### src/rtl/freq_meas_ctrl.sv
// freq_meas_ctrl: sequences a multi-channel frequency measurement scan.
// For each enabled channel it selects the external clock, waits for the mux to
// settle, lets the counter run for one gate, captures the count and offers it
// to the consumer through a valid/ready handshake.
module freq_meas_ctrl #(
  parameter int NUM_CH = 4,
  parameter int CNT_W  = 32,
  parameter int SETTLE = 4,
  localparam int CH_W  = (NUM_CH > 1) ? $clog2(NUM_CH) : 1
) (
  input  logic              in_sys_clk,
  input  logic              in_reset,
  input  logic              in_start,
  input  logic              in_continuous,
  input  logic [NUM_CH-1:0] in_ch_enable,
  input  logic [31:0]       in_period,
  input  logic [CNT_W-1:0]  in_cnt_value,
  input  logic              in_res_ready,
  output logic              out_cnt_reset,
  output logic [31:0]       out_cnt_period,
  output logic [CH_W-1:0]   out_ch_sel,
  output logic              out_res_valid,
  output logic [CH_W-1:0]   out_res_ch,
  output logic [CNT_W-1:0]  out_res_count,
  output logic              out_busy,
  output logic              out_scan_done,
  output logic              out_cfg_err
);

  localparam int SET_W = (SETTLE > 1) ? $clog2(SETTLE) : 1;

  typedef enum logic [2:0] {
    IDLE    = 3'd0,
    SELECT  = 3'd1,
    GATE    = 3'd2,
    CAPTURE = 3'd3,
    REPORT  = 3'd4,
    NEXT    = 3'd5
  } state_e;

  state_e             state_q, state_d;
  logic [NUM_CH-1:0]  ch_mask_q, ch_mask_d;
  logic [31:0]        period_q, period_d;
  logic [CH_W-1:0]    ch_sel_q, ch_sel_d;
  logic [32:0]        gate_cnt_q, gate_cnt_d;
  logic [SET_W-1:0]   settle_cnt_q, settle_cnt_d;
  logic [CH_W-1:0]    res_ch_q, res_ch_d;
  logic [CNT_W-1:0]   res_count_q, res_count_d;
  logic               cfg_err_q, cfg_err_d;

  logic               start_ok;
  logic [CH_W-1:0]    lowest_req_idx;
  logic               higher_found;
  logic [CH_W-1:0]    higher_idx;
  logic [32:0]        gate_last;

  // A new scan needs at least one channel and a gate of two or more clocks.
  assign start_ok  = (|in_ch_enable) && (in_period >= 32'd2);
  // The gate lasts period+2 cycles; 33 bits keep period=0xFFFFFFFF from wrapping.
  assign gate_last = {1'b0, period_q} + 33'd1;

  // Lowest enabled channel of the requested mask, used when a scan starts.
  always_comb begin
    lowest_req_idx = '0;
    for (int i = NUM_CH - 1; i >= 0; i--) begin
      if (in_ch_enable[i]) begin
        lowest_req_idx = CH_W'(i);
      end
    end
  end

  // Next enabled channel above the current one in the latched mask.
  always_comb begin
    higher_found = 1'b0;
    higher_idx   = '0;
    for (int i = NUM_CH - 1; i >= 0; i--) begin
      if (ch_mask_q[i] && (CH_W'(i) > ch_sel_q)) begin
        higher_found = 1'b1;
        higher_idx   = CH_W'(i);
      end
    end
  end

  // Next-state logic and the datapath registers that follow the scan.
  always_comb begin
    state_d      = state_q;
    ch_mask_d    = ch_mask_q;
    period_d     = period_q;
    ch_sel_d     = ch_sel_q;
    gate_cnt_d   = '0;
    settle_cnt_d = '0;
    res_ch_d     = res_ch_q;
    res_count_d  = res_count_q;
    cfg_err_d    = 1'b0;

    case (state_q)
      IDLE: begin
        if (in_start) begin
          if (start_ok) begin
            ch_mask_d = in_ch_enable;
            period_d  = in_period;
            ch_sel_d  = lowest_req_idx;
            state_d   = SELECT;
          end else begin
            cfg_err_d = 1'b1;
          end
        end
      end
      SELECT: begin
        if (settle_cnt_q == SET_W'(SETTLE - 1)) begin
          state_d = GATE;
        end else begin
          settle_cnt_d = settle_cnt_q + SET_W'(1);
        end
      end
      GATE: begin
        if (gate_cnt_q == gate_last) begin
          state_d = CAPTURE;
        end else begin
          gate_cnt_d = gate_cnt_q + 33'd1;
        end
      end
      CAPTURE: begin
        res_count_d = in_cnt_value;
        res_ch_d    = ch_sel_q;
        state_d     = REPORT;
      end
      REPORT: begin
        if (in_res_ready) begin
          state_d = NEXT;
        end
      end
      NEXT: begin
        if (higher_found) begin
          ch_sel_d = higher_idx;
          state_d  = SELECT;
        end else if (in_continuous) begin
          if (start_ok) begin
            ch_mask_d = in_ch_enable;
            period_d  = in_period;
            ch_sel_d  = lowest_req_idx;
            state_d   = SELECT;
          end else begin
            cfg_err_d = 1'b1;
            state_d   = IDLE;
          end
        end else begin
          state_d = IDLE;
        end
      end
      default: begin
        state_d = IDLE;
      end
    endcase
  end

  // State and datapath registers with synchronous reset.
  always_ff @(posedge in_sys_clk) begin
    if (in_reset) begin
      state_q      <= IDLE;
      ch_mask_q    <= '0;
      period_q     <= '0;
      ch_sel_q     <= '0;
      gate_cnt_q   <= '0;
      settle_cnt_q <= '0;
      res_ch_q     <= '0;
      res_count_q  <= '0;
      cfg_err_q    <= 1'b0;
    end else begin
      state_q      <= state_d;
      ch_mask_q    <= ch_mask_d;
      period_q     <= period_d;
      ch_sel_q     <= ch_sel_d;
      gate_cnt_q   <= gate_cnt_d;
      settle_cnt_q <= settle_cnt_d;
      res_ch_q     <= res_ch_d;
      res_count_q  <= res_count_d;
      cfg_err_q    <= cfg_err_d;
    end
  end

  assign out_cnt_reset  = (state_q == IDLE) || (state_q == SELECT) || (state_q == NEXT);
  assign out_busy       = (state_q != IDLE);
  assign out_res_valid  = (state_q == REPORT);
  assign out_scan_done  = (state_q == NEXT) && !higher_found;
  assign out_cfg_err    = cfg_err_q;
  assign out_cnt_period = period_q;
  assign out_ch_sel     = ch_sel_q;
  assign out_res_ch     = res_ch_q;
  assign out_res_count  = res_count_q;

endmodule
### config.mk
export PLATFORM = sky130hd
export DESIGN_NAME = freq_meas_ctrl
export DESIGN_NICKNAME = d
export VERILOG_FILES = /design/src/rtl/freq_meas_ctrl.sv
export SDC_FILE = /design/constraint.sdc
export NUM_CORES = 1
export LEC_CHECK = 0
export ABC_AREA = 1
export CORE_UTILIZATION = 50
export CTS_BUF_LIST = sky130_fd_sc_hd__clkbuf_4
export CTS_CLUSTER_DIAMETER = 100
export DETAILED_ROUTE_END_ITERATION = 16
export HOLD_SLACK_MARGIN = 0.02
export PLACE_DENSITY = 0.79
export SLEW_MARGIN = 15
export SYNTH_ARGS = -nofsm -noshare
export SYNTH_HDL_FRONTEND = slang
export SYNTH_SLANG_ARGS = --single-unit
### constraint.sdc
create_clock -name in_sys_clk -period 3.5 [get_ports in_sys_clk]
set_input_delay 0.525 -clock in_sys_clk [delete_from_list [all_inputs] [get_ports in_sys_clk]]
set_output_delay 0.525 -clock in_sys_clk [all_outputs]
set_load 0.05 [all_outputs]
== Yosys cells after proc, flatten, opt, wreduce, memory -nomap -nowiden ==
Cells that the tools add are included.
Operators by class
  add/sub/neg operators: 3
  muxes and demuxes: 41
  reductions and logical operators: 18
  equality and inequality tests: 15
  order comparisons: 5
  bitwise operators: 2
Operators with widths (count)
  32-bit 2-to-1 mux: 4
  32-bit case mux with 2 select lines: 1
  32-bit by 1-bit adder with 33-bit output (second input constant): 1
  33-bit by 1-bit adder with 33-bit output (second input constant): 1
  33-bit equality test: 1
  32-bit by 2-bit >= comparator with 1-bit output (second input constant): 1
  2-bit 2-to-1 mux: 12
  3-bit 2-to-1 mux: 7
  3-bit case mux with 6 select lines: 1
  4-bit 2-to-1 mux: 4
  2-bit != test (second input constant): 7
  1-bit 2-to-1 mux: 9
  4-bit case mux with 2 select lines: 1
  3-bit by 2-bit equality test with 1-bit output (second input constant): 2
  3-bit equality test (second input constant): 2
  1-bit logical AND: 6
  3-bit OR reduction: 2
  5-bit AND reduction: 1
  1-bit by 2-bit greater-than comparator with 1-bit output (first input constant): 2
  2-bit greater-than comparator (first input constant): 2
  2-bit case mux with 2 select lines: 1
  4-bit AND reduction: 1
  4-bit OR reduction: 1
  3-bit by 1-bit equality test with 1-bit output (second input constant): 1
  11 further kinds: 13
Storage, ports and cells
  logic and storage cells: 93
  bits of input ports: 73
  flip-flop bits (word level): 111
  output and inout bits: 73

== Longest topological paths before layout ==
Gate-level depths: netlist of run 1.
  word-level depth: 8
  mapped depth: 17
  mapped depth without buffers: 17

== Worst setup path before layout of run 1 ==
Ideal clock, no wire load.
  kind: reg2reg
  start point: register ch_sel_q[0] (netlist: out_ch_sel[0])
  end point: register period_q[27] (netlist: out_cnt_period[27])
  path slack: 713 ps
  arrival time: 2723 ps
  path buffers: 1
  data required time: 3436 ps
  cell stages (with the launch flop): 13
  period minus slack after synthesis: 2787 ps
  setup time: 64 ps
  path through: dfxtp_1 > inv_1 > o21ai_0 > nand2_1 > inv_1 > nand2_1 > nor2_1 > a22o_1 > nand2_1 > inv_1 > clkbuf_1 > nor2_1 > nor2_1
Between the ends
  word-level cells in the longest chain between the ends: 8
  elaborated cells between the ends (all ways): 14
  those cells by class: order compare (4); eq/ne (1); mux (4); reduce/logical (5)
RTL lines
  start, declared: RTL line 44  | logic [CH_W-1:0] ch_sel_q, ch_sel_d;
  start signal, assigned: RTL line 173  | ch_sel_q <= ch_sel_d;
  2-bit greater-than comparator: RTL line 77  | if (ch_mask_q[i] && (CH_W'(i) > ch_sel_q)) begin
  1-bit logical AND: RTL line 77
  1-bit 2-to-1 mux (3 in a row): RTL line 77
  1-bit 2-to-1 mux *: RTL line 77
  2-bit != test (no source line) *
  4-bit AND reduction (no source line) *
  end signal, assigned: RTL line 172  | period_q <= period_d;
  end, declared: RTL line 43  | logic [31:0] period_q, period_d;
Every way passes the cells marked *; elsewhere a longest branch is shown, timed or not.
A chain may end at the register's enable or synchronous reset.

== Worst setup path in the final report of run 1 ==
  start point: register ch_sel_q[1] (netlist: out_ch_sel[1])
  end point: output port out_scan_done
Between the ends
  word-level cells in the longest chain between the ends: 8
  elaborated cells between the ends (all ways): 14
  those cells by class: order compare (4); mux (4); reduce/logical (6)
RTL lines
  2-bit greater-than comparator: RTL line 77
  1-bit logical AND: RTL line 77
  1-bit 2-to-1 mux (3 in a row): RTL line 77
  1-bit 2-to-1 mux *: RTL line 77
  1-bit zero test *: RTL line 185  | assign out_scan_done = (state_q == NEXT) && !higher_found;
  1-bit logical AND *: RTL line 185
  end, declared: RTL line 26  | output logic out_scan_done,
Marked as above.

==> out/qor.yml, run 1 <==
outcome: "finished clean"
skew_ps: 29.79
cts_buffers: 9
cap_viol_max_count: 0
synth_nets: 978
synth_seq_area_share: 0.3716
syn_area_sq_mm: 0.005926
hold-worst-slack_ps: 432.3
ios: 146
finalSetupTns_ps: 0
cp_num_buf_inv: 3
cp.required_ps: 2970
reg2reg_depth: 16
min_from: "settle_cnt_q[0]"
initial_core_util: 0.5167
wl_per_cell_um: 13.52
grt_max_degree: 75
grt_usage: 0.2629
nets: 1111
drt_iter0_markers: 322
critical_path.top_delay_family: "buffers and inverters"
max_freq_mhz: 341.9
cts_buffer_depth: 2
num_rows: 39
slowest_stage: "clkdlybuf4s50_1"
r2r_slack_ps: 730
dp_hpwl_um: 12200
htree_levels: 3
layout-drive-gt1-share: 0.05865
syn_avg_cell_area_sq_um: 6.569
synthAdderAreaFrac: 0.006334
gr-total-overflow: 0
clkSinkCount: 110
placement.io_buffers: 145
period_share: 0.8357
die_y_um: 110.9
cp-end-kind: "output port"
ir_drop_v: 0.0003383
finalSetupViolations: 0
netlist_instances: 902
p_leak_nw: 2.962
path_cells: "inv_1, o21ai_0, nand2_1, inv_1, nand2_1, nor2_1, clkdlybuf4s50_1"
slew_violations: 0
r2r-end: "gate_cnt_q[7]"
critPathArrivalTime_ps: 2400
grt_pass1_vias: 5572
cts_hold_buf: 0
criticalPathCategory: "flop to output port"
tightestPinTransition_ps: 1044
slew_headroom: 0.3030
dieWidth_um: 110.9
hold_viol_final: 0
die_area_sq_mm: 0.01229
power_mw: 4.583
ys_warn_count: 0
clock_latency_ps: 510
cp_max_fo: 4
cp.depth: 7
synth_top_cell_by_area: "dfxtp_1"
synth.distinct_cells: 36
wl_um: 15990
final_cell_area_sq_mm: 0.007641
hold_class: "flop to flop"
ctsResizeCount: 0
cp-start-kind: "flop"
synth-xor-area-share: 0.07095
cts_tree: "done"
netlist.area_leader.share: 0.3716
hold_path_depth: 1
synthToLayoutAreaGrowth_pct: 28.95
core_sq_mm: 0.01147
holdPathEnd: "settle_cnt_q[0]"
synth-compound-area-share: 0.1079
antenna_found_initial: 0
final_core_util: 0.6663
reg2reg_from: "out_cnt_period[1]"
yosys-mux-area-fraction: 0
path_clk_slew_ps: 180
place_congestion: 0.9188
min_period_ps: 2925
synth_simple_gate_area_share: 0.3701
rsz0062_at_grt: "no"
drc: 0
synth_seq_cells: 110
pwr_density_cell_mw_per_mm2: 599.8
synth_area_leaders: "dfxtp_1, nor2_1, nand2_1"
first_pass_iters: 4
vias: 6018
max_stage_delay_ps: 830
via_per_inst: 5.087
place_area_sq_mm: 0.007488
grt_pass1_wl_um: 26200
cts_setup_buffers: 0
synth_top_family_by_area: "simple AND/OR/NAND/NOR gates"
final_antenna_net_count: 0
cts-root-buf: "clkbuf_4"
diodes: 0
==> report_power, final <==
group / switching [mW] / internal [mW]
Sequential: 0.250 / 1.46
Combinational: 1.42 / 0.743
Clock: 0.467 / 0.240
Total: 2.14 / 2.45
==> cell type report <==
type,count,area (sq um)
Clock inverter,6,77.57
Clock buffer,10,75.07
Fill cell,1034,3826
Multi-Input combinational cell,679,3296
Tap cell,143,178.9
Sequential cell,110,2202
Timing Repair Buffer,151,1496
Inverter,84,315.3
==> worst max path at each step <==
stage                                    end     startpoint  slack [ps]
final                          out_scan_done  out_ch_sel[1]         580
after global placement          ch_mask_q[3]  in_period[28]         670
after floorplan           out_cnt_period[27]  out_ch_sel[0]         710
after global routing           out_scan_done  out_ch_sel[1]         350
after CTS                      out_scan_done  out_ch_sel[1]         540
after detailed placement        ch_mask_q[3]  in_period[28]         640
==> worst reg2reg max path, cell delays in order, from the launching register on <==
cell     delay (ps)
dfxtp_1         420
ha_1            200
nand3_1         100
inv_1           120
nand2_1         180
nor2_1          240
nand2_1          90
nand2_1          70
nand2_1          40
nand2_1          60
inv_1            30
nand2_1          50
nor2_1           40
nand4_1         110
nand3_2         490
buf_4           380
nor2_1           80
==> cells in the final DEF (no fill, tap or decap), types with 4 or more instances in the layout <==
cell,instances
a21oi_1,25
buf_4,6
clkbuf_4,10
clkdlybuf4s50_1,145
dfxtp_1,110
inv_1,80
inv_2,4
nand2_1,181
nand3_1,26
nand3_2,6
nand4_1,13
nor2_1,227
nor2_2,8
nor2_4,7
nor3_1,12
nor3b_1,4
nor4_1,5
o21ai_0,82
o21bai_1,6
or2_2,5
xnor2_1,21
xor2_1,27
==> Yosys cell counts <==
master and instances:
o21bai_1 6, clkbuf_1 22, nand2_1 181, nor3b_2 2
nand3_1 26, nor3_1 13, nor2_2 8, nor2_4 7
ha_1 3, inv_2 4, xor2_1 27, or2_1 1
inv_1 80, a21oi_2 1, nor3b_1 4, nor3_4 1
a21oi_1 25, dfxtp_1 110, nand3_2 6, xnor2_1 21
nand2_2 3, o211ai_1 1, or2_0 1, nor4_1 5
clkbuf_2 1, o21ai_0 82, o22ai_1 1, or2_4 1
a31oi_1 3, a22o_1 1, or2_2 5, nor2_1 227
buf_2 6, o221ai_1 1, nand4_1 13, nand3b_1 3
==> per-layer routing <==
layer,track usage,up-vias,wire length (um)
li1,-,3112,-
met1,0.3289,2720,7299
met2,0.4331,172,7240
met3,0.09513,14,1274
met4,0.05600,0,174
met5,0,-,0
==> state kept, by name (all words and copies together) (netlist names) <==
signal	count
gate_cnt_q	33
out_cnt_period	32
out_res_count	32
ch_mask_q	3
state_q	3
out_ch_sel	2
out_res_ch	2
settle_cnt_q	2
out_cfg_err	1
==> cells by family after synthesis <==
logic type	count (synthesis)
AOI/OAI and AO/OA	121
xor gates and xnor gates	48
adders and majority gates	3
buffers and inverters	113
DFF	110
and+or+nand+nor	507
==> metrics by stage <==
stage / cells / setup WS [ps]
2_1_floorplan: 902 / 712.9
3_3_place_gp: 1167 / 669.5
3_5_place_dp: 1167 / 641.0
4_1_cts: 1183 / 544.0
5_1_grt: 1183 / 352.7
6_report: 1183 / 575.2
Power figures use the tool's default switching activity.
==> inputs of run 2 (changes only) <==
Clock period 3.5 ns to 2.7 ns, I/O delays scaled along.
==> out/qor.yml, run 2 (synthesized netlist as in run 1, its figures left out) <==
dp_hpwl_um: 12500  # +2.5%
skew_ps: 24.99  # -4.798 ps
min_period_ps: 2564
slew_violations: 0  # unchanged
power_switching_mw: 2.772  # +30%
wl_um: 16050  # +0.38%
critPathArrivalTime_ps: 2160  # -240 ps
dieWidth_um: 110.9  # unchanged
clock_latency_ps: 530  # +20 ps
period_share: 0.9497
layout-drive-gt1-share: 0.06136  # +0.002708
grt_max_degree: 41  # -45%
cts_buffers: 9  # unchanged
hold_viol_final: 0  # unchanged
via_per_inst: 5.055  # -0.63%
tightestPinTransition_ps: 548.0  # -496.4 ps
slew_headroom: 0.6335  # +0.3305
rsz0062_at_grt: "no"
path_clk_slew_ps: 190  # about the same
layout_commonest_cell: "nor2_1"
wl_per_cell_um: 13.53  # +0.12%
largest_register_ffs: 33  # unchanged
clkSinkCount: 110  # unchanged
htree_levels: 3  # unchanged
die_y_um: 110.9  # unchanged
combPwrFrac: 0.482  # +0.010
antenna_found_initial: 0  # unchanged
r2r-end: "gate_cnt_q[21]"
core_sq_mm: 0.01147  # unchanged
drt_iter0_markers: 317  # -1.6%
reg2reg_from: "out_cnt_period[0]"
placement.io_buffers: 145  # unchanged
initial_core_util: 0.5167  # unchanged
place_congestion: 0.9281  # +1.0%
final_core_util: 0.6669  # about the same
instances_no_fill: 1186  # +0.25%
max_freq_mhz: 390.0
nets: 1114  # +0.27%
first_pass_iters: 4  # unchanged
cts_buffer_depth: 2  # unchanged
p_leak_nw: 2.971  # +0.32%
cp.required_ps: 2300  # -670 ps
cp-start-kind: "flop"
min_from: "settle_cnt_q[0]"
holdPathEnd: "settle_cnt_q[0]"
cts-root-buf: "clkbuf_4"
hold_path_depth: 1  # unchanged
cp_max_fo: 9  # +5
grt_pass1_vias: 5568  # -0.072%
drc: 0  # unchanged
place_ws_ps: 179.3  # -461.6 ps
r2r_slack_ps: 220  # -510 ps
num_rows: 39  # unchanged
hold_class: "flop to flop"
cap_viol_max_count: 0  # unchanged
p_seq_frac: 0.380  # +0.006
grt_usage: 0.2656  # +0.002693
finalSetupViolations: 0  # unchanged
vias: 5995  # -0.38%
synthToLayoutAreaGrowth_pct: 29.05  # about the same
grt_pass1_wl_um: 26250  # +0.18%
cts_hold_buf: 0  # unchanged
intPower_mw: 3.083  # +26%
clkPwrFrac: 0.138  # -0.016
ir_drop_v: 0.0005913  # +75%
finalSetupTns_ps: 0  # unchanged
fin_ws_ps: 135.7  # -439.5 ps
final_cell_mix: "nor2_1, nand2_1, clkdlybuf4s50_1"
pwr_density_cell_mw_per_mm2: 765.6  # +28%
gr-total-overflow: 0  # unchanged
reg2reg_depth: 15  # -1
final_antenna_net_count: 0  # unchanged
outcome: "finished clean"
cts_tree: "done"
criticalPathCategory: "flop to output port"
p_sw_frac: 0.4734  # +0.007528
placed_cells: 1170  # +0.26%
die_area_sq_mm: 0.01229  # unchanged
diodes: 0  # unchanged
cp-end-kind: "output port"
ios: 146  # unchanged
largest_register: "gate_cnt_q"
## run 2: layer usage
layer,up-vias,routed length (um),global-route usage
met5,-,0,0
met4,0,294,0.08178
met3,25,1269,0.1044
met1,2691,6976,0.3147
li1,3123,-,-
met2,156,7509,0.4406
## run 2: worst max path at each step
stage	slack, ps	end	startpoint
2_1_floorplan	170	out_cnt_period[27]	out_ch_sel[0]
3_3_place_gp	230	out_cnt_period[18]	in_period[24]
3_5_place_dp	180	out_cnt_period[30]	in_period[24]
4_1_cts	120	out_scan_done	out_ch_sel[1]
5_1_grt	20	gate_cnt_q[21]	out_cnt_period[0]
6_report	140	out_busy	state_q[2]
## run 2: per-stage QoR
| step | hold slack (ps) | instance area (sq um) | power, mW |
|---|---|---|---|
| after floorplan | 397.3 | 5928 | 4.109 |
| after global placement | 411.7 | 7526 | 5.049 |
| after detailed placement | 412.0 | 7526 | 5.073 |
| after CTS | 411.6 | 7651 | 5.875 |
| after global routing | 395.5 | 7647 | 6.199 |
| final | 431.3 | 7647 | 5.855 |
## run 2: power groups by stage
stage,registers [mW],logic (mW),clock network (mW)
floorplan,2.98,1.13,0
global placement,2.26,2.79,0
detailed placement,2.26,2.82,0
CTS,2.22,2.83,0.826
global route,2.27,3.04,0.891
finish,2.23,2.82,0.806
## run 2: what timing repair did
| item | 4_1_cts | 5_1_grt |
|---|---|---|
| endpoints found under the setup margin | 1 | 1 |
| resized for setup | 1 | 2 |
| buffers inserted | 0 | 0 |
| pin swaps | 0 | 0 |
## run 2: final cells by class
class / instances / area, sq um
fillers: 1053 / 3820
multi-input cells: 679 / 3298
flip-flops and latches: 110 / 2202
repair buffers: 154 / 1526
inverters: 84 / 315.3
well taps: 143 / 178.9
clock buffers: 9 / 67.56
clock inverters: 7 / 58.81
## run 2: worst max-delay path, stage by stage (launching register included)
cell and delay (ps):
dfxtp_1 520, nor2_1 110, inv_1 160, clkdlybuf4s50_1 840
==> edit: new RTL, config.mk and constraints of run 2 <==
`SETTLE`: 4 -> 2.
--- a/src/rtl/freq_meas_ctrl.sv
+++ b/src/rtl/freq_meas_ctrl.sv
@@ -5,7 +5,7 @@
 module freq_meas_ctrl #(
   parameter int NUM_CH = 4,
   parameter int CNT_W  = 32,
-  parameter int SETTLE = 4,
+  parameter int SETTLE = 2,
   localparam int CH_W  = (NUM_CH > 1) ? $clog2(NUM_CH) : 1
 ) (
   input  logic              in_sys_clk,
Check against the original RTL: not equivalent (a bounded check fails within 4 cycles, from zero or initial values and one cycle with in_reset high).
==> edit against run 2 <==
Die area fell by 0.52%. Critical endpoint is now out_cnt_reset. Non-clock buffer count rose by 4. Sequential cell count fell by 1. Setup slack improved by 0.060 ns. Largest cell class unchanged. Total power rose by 0.69%. Design area rose by 0.41%. Routed wire length fell by 1.0%. Area after synthesis fell by 0.53%. Maximum frequency rose by 2.4%.
==> edit: results (changes against run 2) <==
* Status: finished clean
* Gpl congestion at 0.9057 (-2.4%)
* Fraction of layout cells with a size suffix above 1 at 0.07274 (+0.01138)
* Largest net degree at the start of global routing at 38 (-7.3%)
* Setup WS pre-CTS at 0.2830 ns (+0.1036 ns)
* Synth area leaders: dfxtp_1, nor2_1, nand2_1
* Drt pass-1 iters at 5 (+1)
* Xor/xnor cell area share of the yosys netlist at 0.07812 (+0.007169)
* First-pass GRT wire length at 26.12 mm (-0.47%)
* Post-Route WL at 15.88 mm (-1.0%)
* Clk_lat worst skew at 0.52 ns
* Mux contribution to synthesized area at 0 (unchanged)
* Final net count at 1101 (-1.2%)
* Clock buffer depth at 2 (unchanged)
* Clk slew on worst S/H paths at 0.17 ns (-0.02 ns)
* Highest Signal Layer: met4
* Number of diodes at 0 (unchanged)
* Fin Clk Skew at 0.02426 ns (-0.0007325 ns)
* Port bufs at 145 (unchanged)
* Sequential share of the synthesized area at 0.3702 (-0.001424)
* Peak supply drop at 0.0005813 V (-1.7%)
* Initial antenna violation count at 0 (unchanged)
* Number of post-CTS setup repair buffers at 0 (unchanged)
* Top cells by count, synth: nor2_1, nand2_1, dfxtp_1, inv_1, o21ai_0
* Most flops, register: gate_cnt_q
* CP max FO at 4 (-5)
* Distinct cells, synth at 40 (+11%)
* Max FFs per register at 33 (unchanged)
* Adder-Cell Fraction of Synth Area at 0.004245 (-0.002089)
* Synth warnings at 0 (unchanged)
* CTS H-tree lvls at 3 (unchanged)
* Routed wl met3 at 1.376 mm (+8.4%)
* Relative slew slack at 0.5730 (-0.06055)
* Root Driver: clkbuf_4
* WL met2 at 7.358 mm (-2.0%)
* P_leak at 2.959 nW (-0.42%)
* Async SR Flop Fraction at 0 (unchanged)
* Post-synthesis compound-gate area fraction at 0.09616 (-0.01174)
* Vias at 5959 (-0.60%)
* Gate Count Post-Synth at 879 (-2.5%)
* Placed cell areas at 0.007551 mm² (+0.33%)
* DP Wirelength at 12.32 mm (-1.4%)
* HP Class: input port to flop
* Total CTS buffers at 9 (unchanged)
* Final cell count without fillers at 1174 (-1.0%)
* Mapped Nets at 954 (-2.5%)
* Initial drt markers at 335 (+5.7%)
* Wl on met1 at 6.819 mm (-2.3%)
* GR Layer Usage met1 at 0.3125 (-0.002190)
* Tot GR Track Use at 0.2658 (about the same)
* Met2 usage at 0.4418 (+0.001242)
* Vias in the first global route at 5614 (+0.83%)
* M3 GR Usage at 0.09495 (-0.009478)
* Critical Path AT at 2.10 ns (-0.06 ns)
[edit: changes by cell type in the layout (fill, tap and decap cells not counted), moves of 5 or more]
| cell | before | now |
|---|---|---|
| inv_1 | 80 | 74 |
| a21oi_1 | 25 | 18 |
| nand3_1 | 26 | 39 |
| o21ai_1 | 0 | 9 |
| nand4_1 | 13 | 6 |
| nand2_1 | 181 | 166 |
| o21ai_0 | 82 | 72 |
| nor3b_2 | 2 | 7 |
| nor2_1 | 226 | 232 |
[edit: final cells by class]
type,count,area (µm²)
fill,1086,3789
multi-input combinational,670,3328
sequential,109,2182
timing repair buffer,158,1575
inverter,78,292.8
tap,143,178.9
clock buffer,9,67.56
clock inverter,7,53.80
[edit: power breakdown]
group          leakage (nW)  internal, W  switching (W)
combinational          2.00      0.00103        0.00190
sequential            0.888      0.00188       0.000301
clock                0.0667     0.000201       0.000585
total                  2.96      0.00311        0.00279
[edit: worst paths after layout]
| path | start | end | slack (ns) | depth (start not counted) |
|---|---|---|---|---|
| worst min register to register | out_res_count[28]$_SDFFE_PP0N_ | out_res_count[28]$_SDFFE_PP0N_ | 0.50 | 2 |
| worst max register to register | out_cnt_period[0]$_SDFFE_PP0P_ | gate_cnt_q[31]$_SDFF_PP0_ | 0.31 | 14 |
| worst min-delay path | in_ch_enable[3] | ch_mask_q[3]$_SDFFE_PP0P_ | 0.46 | 3 |
| worst max-delay path | state_q[1]$_SDFFE_PP0P_ | out_cnt_reset | 0.20 | 4 |
[edit: what timing repair did]
| item | in CTS | in global routing |
|---|---|---|
| hold endpoints to repair | 0 | 0 |
| setup endpoints to repair | 1 | 2 |
| resized for setup | 1 | 2 |
[edit: worst max-delay path, stage by stage (launching register included)]
cell and delay (ns):
dfxtp_1 0.38, nor2_1 0.11, inv_1 0.06, o21ai_0 0.18
clkdlybuf4s50_1 0.86
